`src/rtl/dram_cmd_sched.sv`:
```
// -----------------------------------------------------------------------------
// dram_cmd_sched
// Open-page DRAM command scheduler. Each accepted access is turned into a
// short command sequence (PRE/ACT/RD/WR), chosen from the open-row table at
// accept time. Every command goes out over a four-phase req/ack handshake.
// A free-running refresh counter raises a refresh request on every wrap.
// The request is serviced from IDLE by precharging every open bank, in
// ascending bank order.
//
// Ports
//   clk, rst_b             clock, asynchronous active-low reset
//   req_valid/req_ready    access request handshake
//   req_rw                 1 = write, 0 = read
//   req_bank/row/col       access address
//   done                   one-cycle pulse when an access sequence finishes
//   cmd_req/cmd_ack        command handshake to the DRAM model
//   cmd                    00 ACT, 01 RD, 10 WR, 11 PRE
//   bank_id/row_id/col_id  command address
//   open_mask              bit b set while bank b has an open row
//   ref_busy               high during a refresh precharge sweep
// -----------------------------------------------------------------------------
module dram_cmd_sched #(
  parameter int NUM_OF_BANKS = 8,
  parameter int NUM_OF_ROWS  = 128,
  parameter int NUM_OF_COLS  = 8,
  parameter int REF_INTERVAL = 1024
) (
  input  logic                            clk,
  input  logic                            rst_b,
  input  logic                            req_valid,
  output logic                            req_ready,
  input  logic                            req_rw,
  input  logic [$clog2(NUM_OF_BANKS)-1:0] req_bank,
  input  logic [$clog2(NUM_OF_ROWS)-1:0]  req_row,
  input  logic [$clog2(NUM_OF_COLS)-1:0]  req_col,
  output logic                            done,
  output logic                            cmd_req,
  input  logic                            cmd_ack,
  output logic [1:0]                      cmd,
  output logic [$clog2(NUM_OF_BANKS)-1:0] bank_id,
  output logic [$clog2(NUM_OF_ROWS)-1:0]  row_id,
  output logic [$clog2(NUM_OF_COLS)-1:0]  col_id,
  output logic [NUM_OF_BANKS-1:0]         open_mask,
  output logic                            ref_busy
);

  localparam int BANK_W = $clog2(NUM_OF_BANKS);
  localparam int ROW_W  = $clog2(NUM_OF_ROWS);
  localparam int COL_W  = $clog2(NUM_OF_COLS);
  localparam int CNT_W  = (REF_INTERVAL > 1) ? $clog2(REF_INTERVAL) : 1;

  localparam logic [1:0] CMD_ACT = 2'b00;
  localparam logic [1:0] CMD_RD  = 2'b01;
  localparam logic [1:0] CMD_WR  = 2'b10;
  localparam logic [1:0] CMD_PRE = 2'b11;

  typedef enum logic [1:0] {IDLE, ISSUE, RELEASE, REF_SCAN} state_t;

  state_t              state;
  logic [CNT_W-1:0]    ref_cnt;
  logic                ref_pend;
  logic                ref_wrap;

  // Captured access and its remaining sequence steps.
  logic                cur_rw;
  logic [BANK_W-1:0]   cur_bank;
  logic [ROW_W-1:0]    cur_row;
  logic [COL_W-1:0]    cur_col;
  logic                need_pre;
  logic                need_act;
  logic                access_done;

  logic [ROW_W-1:0]    open_row [NUM_OF_BANKS];

  logic                acc_open;
  logic                acc_hit;
  logic [1:0]          first_cmd;
  logic [1:0]          next_cmd;
  logic [BANK_W-1:0]   scan_bank;

  // Only ACT carries a row and only RD/WR carry a column; others drive zero.
  function automatic logic [ROW_W-1:0] row_field(input logic [1:0] c,
                                                 input logic [ROW_W-1:0] r);
    return (c == CMD_ACT) ? r : '0;
  endfunction

  function automatic logic [COL_W-1:0] col_field(input logic [1:0] c,
                                                 input logic [COL_W-1:0] k);
    return (c == CMD_RD || c == CMD_WR) ? k : '0;
  endfunction

  assign ref_wrap = (ref_cnt == CNT_W'(REF_INTERVAL - 1));

  // Row-hit / row-miss classification of the incoming request.
  assign acc_open  = open_mask[req_bank];
  assign acc_hit   = acc_open && (open_row[req_bank] == req_row);
  assign first_cmd = (acc_open && !acc_hit) ? CMD_PRE :
                     (!acc_hit)             ? CMD_ACT :
                     (req_rw ? CMD_WR : CMD_RD);

  // Next step of the sequence in flight; the step flags are cleared as acked.
  assign next_cmd  = need_pre ? CMD_PRE :
                     need_act ? CMD_ACT :
                     (cur_rw ? CMD_WR : CMD_RD);

  // Lowest-numbered open bank, for the ascending refresh sweep.
  always_comb begin
    scan_bank = '0;
    for (int i = NUM_OF_BANKS - 1; i >= 0; i--) begin
      if (open_mask[i]) scan_bank = BANK_W'(i);
    end
  end

  // The row table needs no reset: entries are only read where open_mask is set.
  always_ff @(posedge clk) begin
    if (state == ISSUE && cmd_ack && cmd == CMD_ACT) begin
      open_row[bank_id] <= row_id;
    end
  end

  always_ff @(posedge clk or negedge rst_b) begin
    if (!rst_b) begin
      state       <= IDLE;
      cmd_req     <= 1'b0;
      cmd         <= CMD_ACT;
      bank_id     <= '0;
      row_id      <= '0;
      col_id      <= '0;
      done        <= 1'b0;
      ref_busy    <= 1'b0;
      req_ready   <= 1'b0;
      open_mask   <= '0;
      ref_cnt     <= '0;
      ref_pend    <= 1'b0;
      cur_rw      <= 1'b0;
      cur_bank    <= '0;
      cur_row     <= '0;
      cur_col     <= '0;
      need_pre    <= 1'b0;
      need_act    <= 1'b0;
      access_done <= 1'b0;
    end else begin
      done    <= 1'b0;
      ref_cnt <= ref_wrap ? '0 : ref_cnt + CNT_W'(1);

      case (state)
        IDLE: begin
          if (ref_pend) begin
            state     <= REF_SCAN;
            ref_busy  <= 1'b1;
            req_ready <= 1'b0;
          end else if (req_valid && req_ready) begin
            cur_rw      <= req_rw;
            cur_bank    <= req_bank;
            cur_row     <= req_row;
            cur_col     <= req_col;
            need_pre    <= acc_open && !acc_hit;
            need_act    <= !acc_hit;
            access_done <= 1'b0;
            cmd         <= first_cmd;
            bank_id     <= req_bank;
            row_id      <= row_field(first_cmd, req_row);
            col_id      <= col_field(first_cmd, req_col);
            cmd_req     <= 1'b1;
            req_ready   <= 1'b0;
            state       <= ISSUE;
          end else begin
            // A wrap this cycle makes refresh pending next cycle.
            req_ready <= !ref_wrap;
          end
        end

        ISSUE: begin
          // cmd_req is already high here, so an early ack still sees a request.
          if (cmd_ack) begin
            cmd_req <= 1'b0;
            state   <= RELEASE;
            case (cmd)
              CMD_ACT: begin
                open_mask[bank_id] <= 1'b1;
                need_act           <= 1'b0;
              end
              CMD_PRE: begin
                open_mask[bank_id] <= 1'b0;
                need_pre           <= 1'b0;
              end
              default: access_done <= 1'b1;
            endcase
          end
        end

        RELEASE: begin
          if (!cmd_ack) begin
            if (ref_busy) begin
              state <= REF_SCAN;
            end else if (access_done) begin
              state     <= IDLE;
              done      <= 1'b1;
              req_ready <= !(ref_wrap || ref_pend);
            end else begin
              cmd     <= next_cmd;
              bank_id <= cur_bank;
              row_id  <= row_field(next_cmd, cur_row);
              col_id  <= col_field(next_cmd, cur_col);
              cmd_req <= 1'b1;
              state   <= ISSUE;
            end
          end
        end

        REF_SCAN: begin
          if (open_mask == '0) begin
            ref_busy  <= 1'b0;
            ref_pend  <= 1'b0;
            state     <= IDLE;
            req_ready <= !ref_wrap;
          end else begin
            cmd     <= CMD_PRE;
            bank_id <= scan_bank;
            row_id  <= '0;
            col_id  <= '0;
            cmd_req <= 1'b1;
            state   <= ISSUE;
          end
        end

        default: state <= IDLE;
      endcase

      // Set last so a wrap coinciding with the end of a sweep is not lost.
      if (ref_wrap) ref_pend <= 1'b1;
    end
  end

endmodule

```
`config.mk`:
```
export PLATFORM = sky130hd
export DESIGN_NAME = dram_cmd_sched
export DESIGN_NICKNAME = d
export VERILOG_FILES = /design/src/rtl/dram_cmd_sched.sv
export SDC_FILE = /design/constraint.sdc
export NUM_CORES = 1
export LEC_CHECK = 0
export CAP_MARGIN = 40
export CORE_ASPECT_RATIO = 0.9
export CORE_MARGIN = 3
export CORE_UTILIZATION = 30
export DETAILED_ROUTE_END_ITERATION = 8
export PLACE_DENSITY_LB_ADDON = 0.08
export SLEW_MARGIN = 25
export SYNTH_ARGS = -nofsm -noshare
export SYNTH_HDL_FRONTEND = slang
export SYNTH_SLANG_ARGS = --single-unit
```
`constraint.sdc`:
```
create_clock -name clk -period 2.5 [get_ports clk]
set_clock_uncertainty 0.05 [all_clocks]
set_input_delay 0.5 -clock clk [delete_from_list [all_inputs] [get_ports clk]]
set_output_delay 0.5 -clock clk [all_outputs]
set_load 0.01 [all_outputs]
```
==> qor.csv, run 1 <==
stage;metric;value;unit
min_path;hp-class;in -> async;
clock_network;ctsHoldBuffers;0;
final_layout;drive_above_1_share;22.65;%
logic_synthesis;ys.flop_type;dfrtp_1;
setup_path;required;2760;ps
global_routing;grt_start_max_net_pins;37;
sta;rsz0062_at_grt;true;
sta;fmax;0.3574;GHz
logic_synthesis;yosysMostFrequentCell;dfrtp_1;
global_routing;grt_usage;14.93;%
route;num_vias;3464;
global_routing;met1_usage;21.30;%
die;rows;44;
setup_path;endpoint_kind;register;
die;die-area;18440;sq um
logic_synthesis;synth.net_count;416;
placed_design;post-place-cells;668;
die;coreArea;16300;sq um
setup_path;crit_path_end;col_id[0]$_DFFE_PN0P_;
placed_design;place_congestion;0.7902;
global_routing;grt_pass1_wl;20480;um
placed_design;dp_hpwl;8720;um
logic_synthesis;syn_inst;394;
logic_synthesis;synthArstFlopShare;50.44;%
clock_network;cts-root-buf;clkbuf_16;
sta;slew_viol_final;0;
global_routing;antenna_found_initial;0;
route;drt-initial-drc-count;240;
sta;period_minus_slack;2798;ps
sta;max_slew_margin;49.06;%
clock_network;clock_sinks;113;
logic_synthesis;synth_area_per_cell;12.82;sq um
sta;fin_setup_tns;-2208;ps
sta;period_share;111.9;%
die;initial_utilization;31.00;%
global_routing;use_met3;3.801;%
sta;worst_slack;-298.3;ps
run;maxCapViolations;0;
die;fp.dieW;142.8;um
clock_network;cts_tree;done;
sta;setup_violations;10;
setup_path;cp-start-kind;register;
global_routing;overflow;0;
logic_synthesis;synth_edf_count;56;
logic_synthesis;synth_top_area_share;33.28;%
clock_network;clk_latency;420;ps
logic_synthesis;synth_area_leaders;edfxtp_1 33%, dfrtp_1 28%, nor2_1 3.7%, mux2_2 3.1%, mux4_2 3.1%;
logic_synthesis;yosysTopAreaCell;edfxtp_1;
placed_design;dp_slack;-1334;ps
power_and_ir_drop;leakagePower;2.666;nW
route;totalWireLength;12730;um
setup_path;crit_type;reg -> reg;
final_layout;nets;509;
clock_network;cts_buffer_depth;2;
global_routing;grt-busiest-layer;met2;
route;wl_per_cell;18.03;um
placed_design;portBuffers;44;
route;drc_errors;0;
final_layout;area_growth;33.11;%
status;violations;setup timing;
status;status;finished with violations;
route;postRouteAntennaNets;0;
setup_path;r2r_cells;10;
route;drt_pass1_iterations;4;
setup_path;critPathMaxFanout;4;
logic_synthesis;synth_cell_type_count;48;
sta;holdWs;21.18;ps
global_routing;first_global_vias;3532;
logic_synthesis;synth-seq-area-share;61.52;%
clock_network;htreeDepth;4;
power_and_ir_drop;vdd_drop_max;0.5817;mV
final_layout;n_antenna_cell;0;
logic_synthesis;netlist_area;5052;sq um
power_and_ir_drop;powerDensity;1175;nW/um^2
sta;worstMarginPinSlew;757.1;ps
power_and_ir_drop;power;0.007901;W
logic_synthesis;synth_top_cells_by_count;57 x dfrtp_1, 56 x edfxtp_1, 50 x nor2_1, 22 x o21ai_0, 21 x nand2_1;
die;die_h;129.1;um
setup_path;r2r-start;open_row[5][6]$_DFFE_PP_;
setup_path;crit_start;open_row[5][6]$_DFFE_PP_;
final_layout;instances_no_fill;706;
global_routing;use_met2;21.74;%
setup_path;r2r_slack;-300;ps
logic_synthesis;yosys_warnings;0;
die;io_pins;45;
clock_network;numCtsBuffers;17;
logic_synthesis;ys_ff_latch;113;
route;routed_via_density;4.907;
setup_path;r2r_end;col_id[0]$_DFFE_PN0P_;
setup_path;cp.arrival;3050;ps
sta;hold_viol_final;0;
clock_network;clk_pin_slew;50;ps
-- cells by family (layout without fill, tap and decap cells) --
logic type                 Yosys count  count (layout)  share of synthesized area [%]
and+or+nand+nor                    123             123                          11.71
DFF                                113             113                          61.52
AOI/OAI and AO/OA                   74              74                          9.882
muxes                               37              37                          11.02
buffers and inverters               30             135                          2.625
xor gates and xnor gates            13              13                          2.254
adders and majority gates            4               4                         0.9906
-- state kept, by name, summed over array words and instances, names as in the netlist, named ones only --
register,flops
ref_cnt,10
cur_col,3
cur_row,7
state,2
cmd_req,1
cur_rw,1
req_ready,1
done,1
access_done,1
ref_busy,1
cmd,2
bank_id,3
row_id,7
need_act,1
need_pre,1
ref_pend,1
cur_bank,3
open_row,56
col_id,3
-- area by class of cell --
cell class                 count  area, sq um
timing repair buffer          93        854.6
tap                          207        259.0
clock inverter                12        166.4
clock buffer                  19        432.9
inverter                      11        41.29
sequential                   113         3108
multi-input combinational    251         1863
fill                        1535         9570
-- critical path: stages, from the launching register on --
cell and delay [ps]:
edfxtp_1 360, mux4_2 490, mux2i_1 170, xor2_1 220
nand4_1 180, nor4_4 390, a21o_1 160, ha_1 220
nor2b_4 140, a221oi_1 240, nor2_1 60
-- through the flow --
stage / area, sq um / utilization, %
final: 6725 / 41.27
after global routing: 6725 / 41.27
after CTS: 6679 / 40.99
after detailed placement: 6018 / 36.93
after global placement: 6018 / 36.93
after floorplan: 5076 / -
-- worst min-delay path by stage --
stage | to | slack [ps] | depth (start not counted)
after floorplan | asynchronous set/reset pin | 150 | 0
after detailed placement | ref_cnt[8]$_DFF_PN0_ | 410 | 1
final | bank_id[2]$_DFFE_PN0P_ | 20 | 1
after global routing | bank_id[2]$_DFFE_PN0P_ | 50 | 1
after global placement | ref_cnt[8]$_DFF_PN0_ | 410 | 1
after CTS | bank_id[2]$_DFFE_PN0P_ | 20 | 1
-- layer usage --
| layer | vias to the layer above | part of all wire (%) | wire (um) |
|---|---|---|---|
| met2 | 74 | 45 | 5782 |
| met5 | - | 0 | 0 |
| li1 | 1664 | - | - |
| met1 | 1714 | 50 | 6374 |
| met4 | 0 | 1.3 | 164 |
| met3 | 12 | 3.2 | 403 |
-- power breakdown --
group          internal [W]  switching (W)  leakage, nW
Combinational       0.00123        0.00123         1.19
Sequential          0.00249       0.000470         1.20
Clock               0.00164       0.000836        0.278
-- layout by cell type, fill, tap and decap left out, types with 5 or more instances in the layout --
master,n
mux4_2,9
nor2b_1,6
buf_4,42
mux2i_1,11
a21oi_1,9
clkdlybuf4s50_1,40
a221oi_2,7
nor3_1,7
o21ai_0,22
edfxtp_1,56
clkinv_1,5
xor2_1,9
clkbuf_16,17
dfrtp_1,57
o31ai_1,9
nor2_1,50
inv_1,9
nand2_1,21
a21o_1,5
nand3_1,14
mux2_2,14
-- what timing repair did --
action | in CTS | in global routing
gates resized for setup | 15 | 6
pin swaps | 8 | 2
endpoints found under the setup margin | 14 | 10
buffers inserted | 6 | 1
Note: power is estimated with default switching activity, not from simulation.
==> inputs of run 2 (changes only) <==
--- a/config.mk
+++ b/config.mk
@@ -8,7 +8,7 @@
 export CAP_MARGIN = 40
 export CORE_ASPECT_RATIO = 0.9
 export CORE_MARGIN = 3
-export CORE_UTILIZATION = 30
+export CORE_UTILIZATION = 52
 export DETAILED_ROUTE_END_ITERATION = 8
 export PLACE_DENSITY_LB_ADDON = 0.08
 export SLEW_MARGIN = 25
==> run 2 against run 1 <==
The run still ends with setup timing left. Die area down 41%. Count of clock-buffer cells in the layout down 2. Worst hold slack better by 410 ps. Fmax up 0.82%. Via count up 2.9%. Non-clock buffer count down 1. Cell count down 12%. First-iteration DRC count down 11%. Largest cell class unchanged. Largest power group unchanged.
==> qor.csv, run 2 (synthesis gave the netlist of run 1 again) <==
stage;metric;value;unit
global_routing;antenna_found_initial;0;
placed_design;portBuffers;44;
final_layout;drive_above_1_share;25.05;%
route;drt_pass1_iterations;4;
status;violations;setup timing;
final_layout;design_area;6690;sq um
die;rows;33;
setup_path;crit_buf_inv;0;
setup_path;critPathMaxFanout;3;
sta;holdWs;429.5;ps
global_routing;grt_pass1_wl;19060;um
setup_path;required;2840;ps
status;status;finished with violations;
setup_path;cpPeakStageDelay;510;ps
route;drc_errors;0;
sta;setup_violations;10;
placed_design;post-place-cells;581;
setup_path;cp-start-kind;register;
route;routed_via_density;5.741;
run;maxCapViolations;0;
global_routing;first_global_vias;3629;
placed_design;placed_area;5884;sq um
clock_network;cts_buffer_depth;2;
final_layout;largest_reg_flops;56;
final_layout;nets;508;
sta;rsz0062_at_grt;true;
final_layout;instances_no_fill;621;
sta;worstMarginPinSlew;543.5;ps
global_routing;grt_start_max_net_pins;25;
clock_network;cts_tree;done;
die;die-area;10940;sq um
clock_network;cts-root-buf;clkbuf_8;
placed_design;dp_slack;-1216;ps
final_layout;area_growth;32.42;%
global_routing;overflow;0;
sta;fmax;0.3603;GHz
power_and_ir_drop;vdd_drop_max;0.8752;mV
route;totalWireLength;11800;um
sta;worst_slack;-275.4;ps
final_layout;fill_cells;644;
setup_path;critical-path-top-delay-family;multiplexers;
die;io_pins;45;
final_layout;n_antenna_cell;0;
setup_path;crit_type;reg -> reg;
clock_network;clk_pin_slew;60;ps
global_routing;grt_usage;23.61;%
placed_design;place_congestion;0.8856;
route;postRouteAntennaNets;0;
clock_network;clk_latency;510;ps
setup_path;path_cells;mux4_2 > mux2i_1 > xor2_1 > nand4_1 > nor4_4 > a21o_1 > ha_1 > nor2b_4 > a221oi_2 > nor2_1;
min_path;hp-class;reg -> reg;
clock_network;clock_sinks;113;
power_and_ir_drop;leakagePower;2.698;nW
setup_path;endpoint_kind;register;
clock_network;numCtsBuffers;17;
setup_path;slowest_stage;mux4_2;
final_layout;final_common_cell;dfrtp_1;
sta;period_share;111.0;%
placed_design;dp_hpwl;7829;um
clock_network;htreeDepth;4;
sta;period_minus_slack;2775;ps
power_and_ir_drop;powerDensity;1188;nW/um^2
route;wl_per_cell;19.00;um
setup_path;cp.arrival;3110;ps
die;initial_utilization;54.38;%
die;die_h;99.51;um
route;drt-initial-drc-count;214;
route;num_vias;3565;
die;fp.dieW;109.9;um
sta;max_slew_margin;63.43;%
die;coreArea;9290;sq um
sta;slew_viol_final;0;
final_layout;top_regs;open_row: 56 flops, ref_cnt: 10 flops;
final_layout;regMostFlops;open_row;
sta;hold_viol_final;0;
final_layout;final_cell_mix;57 x dfrtp_1, 56 x edfxtp_1, 50 x nor2_1;
## run 2: changes by cell type in the layout (fill, tap and decap cells not counted), sizes merged
cell | before | now
buf | 51 | 47
inv | 9 | 13
clkinvlp | 4 | 1
clkinv | 6 | 8
clkbuf | 20 | 19
dlygate4sd2 | 0 | 1
dlygate4sd3 | 0 | 1
## run 2: power by group
group | leakage (nW) | internal, W | total, W | switching, W
clock network | 0.301 | 0.00163 | 0.00251 | 0.000883
registers | 1.20 | 0.00249 | 0.00297 | 0.000486
logic | 1.19 | 0.00123 | 0.00246 | 0.00123
total | 2.70 | 0.00534 | 0.00795 | 0.00260
## run 2: timing repair
action	in CTS	in global routing
endpoints found under the hold margin	22	0
setup endpoints to repair	10	10
setup buffers	4	2
hold buffers	1	0
pin swaps	9	9
gates resized for setup	12	20
## run 2: cell type report
type | instances | area, sq um | area share (%)
well taps | 122 | 152.6 | 2.282
flip-flops and latches | 113 | 3108 | 46.46
multi-input cells | 251 | 1924 | 28.76
clock inverters | 15 | 206.4 | 3.086
repair buffers | 92 | 843.3 | 12.61
inverters | 11 | 41.29 | 0.6172
clock buffers | 17 | 414.1 | 6.190
## run 2: worst paths after layout
path                       slack [ps]  cells past startpoint                      from                          to
min in group asynchronous         450                      2                     rst_b  asynchronous set/reset pin
hold / removal                    430                      1      ref_cnt[8]$_DFF_PN0_        ref_cnt[8]$_DFF_PN0_
hold reg to reg                   430                      1      ref_cnt[8]$_DFF_PN0_        ref_cnt[8]$_DFF_PN0_
setup / recovery                 -280                     10  open_row[4][6]$_DFFE_PP_       col_id[2]$_DFFE_PN0P_
max in group asynchronous        1250                      3                     rst_b       row_id[6]$_DFFE_PN0P_
setup reg to reg                 -280                     10  open_row[4][6]$_DFFE_PP_       col_id[2]$_DFFE_PN0P_
## run 2: layer usage
layer / part of all wire [%] / vias to the layer above / wire (um) / global-route usage [%]
li1: - / 1675 / - / -
met1: 46 / 1802 / 5470 / 33.76
met2: 49 / 80 / 5729 / 35.31
met3: 4.3 / 8 / 504 / 6.489
met4: 0.82 / 0 / 97 / 7.574
met5: 0 / - / 0 / 0
## run 2: metrics by stage
step	TNS (ps)	util (%)	total power (W)
3_3_place_gp	-12800	63.34	0.005160
6_report	-1588	72.01	0.007947
5_1_grt	-2652	72.01	0.008418
3_5_place_dp	-13730	63.34	0.005229
2_1_floorplan	-2668	-	0.004231
4_1_cts	-2163	70.63	0.007798
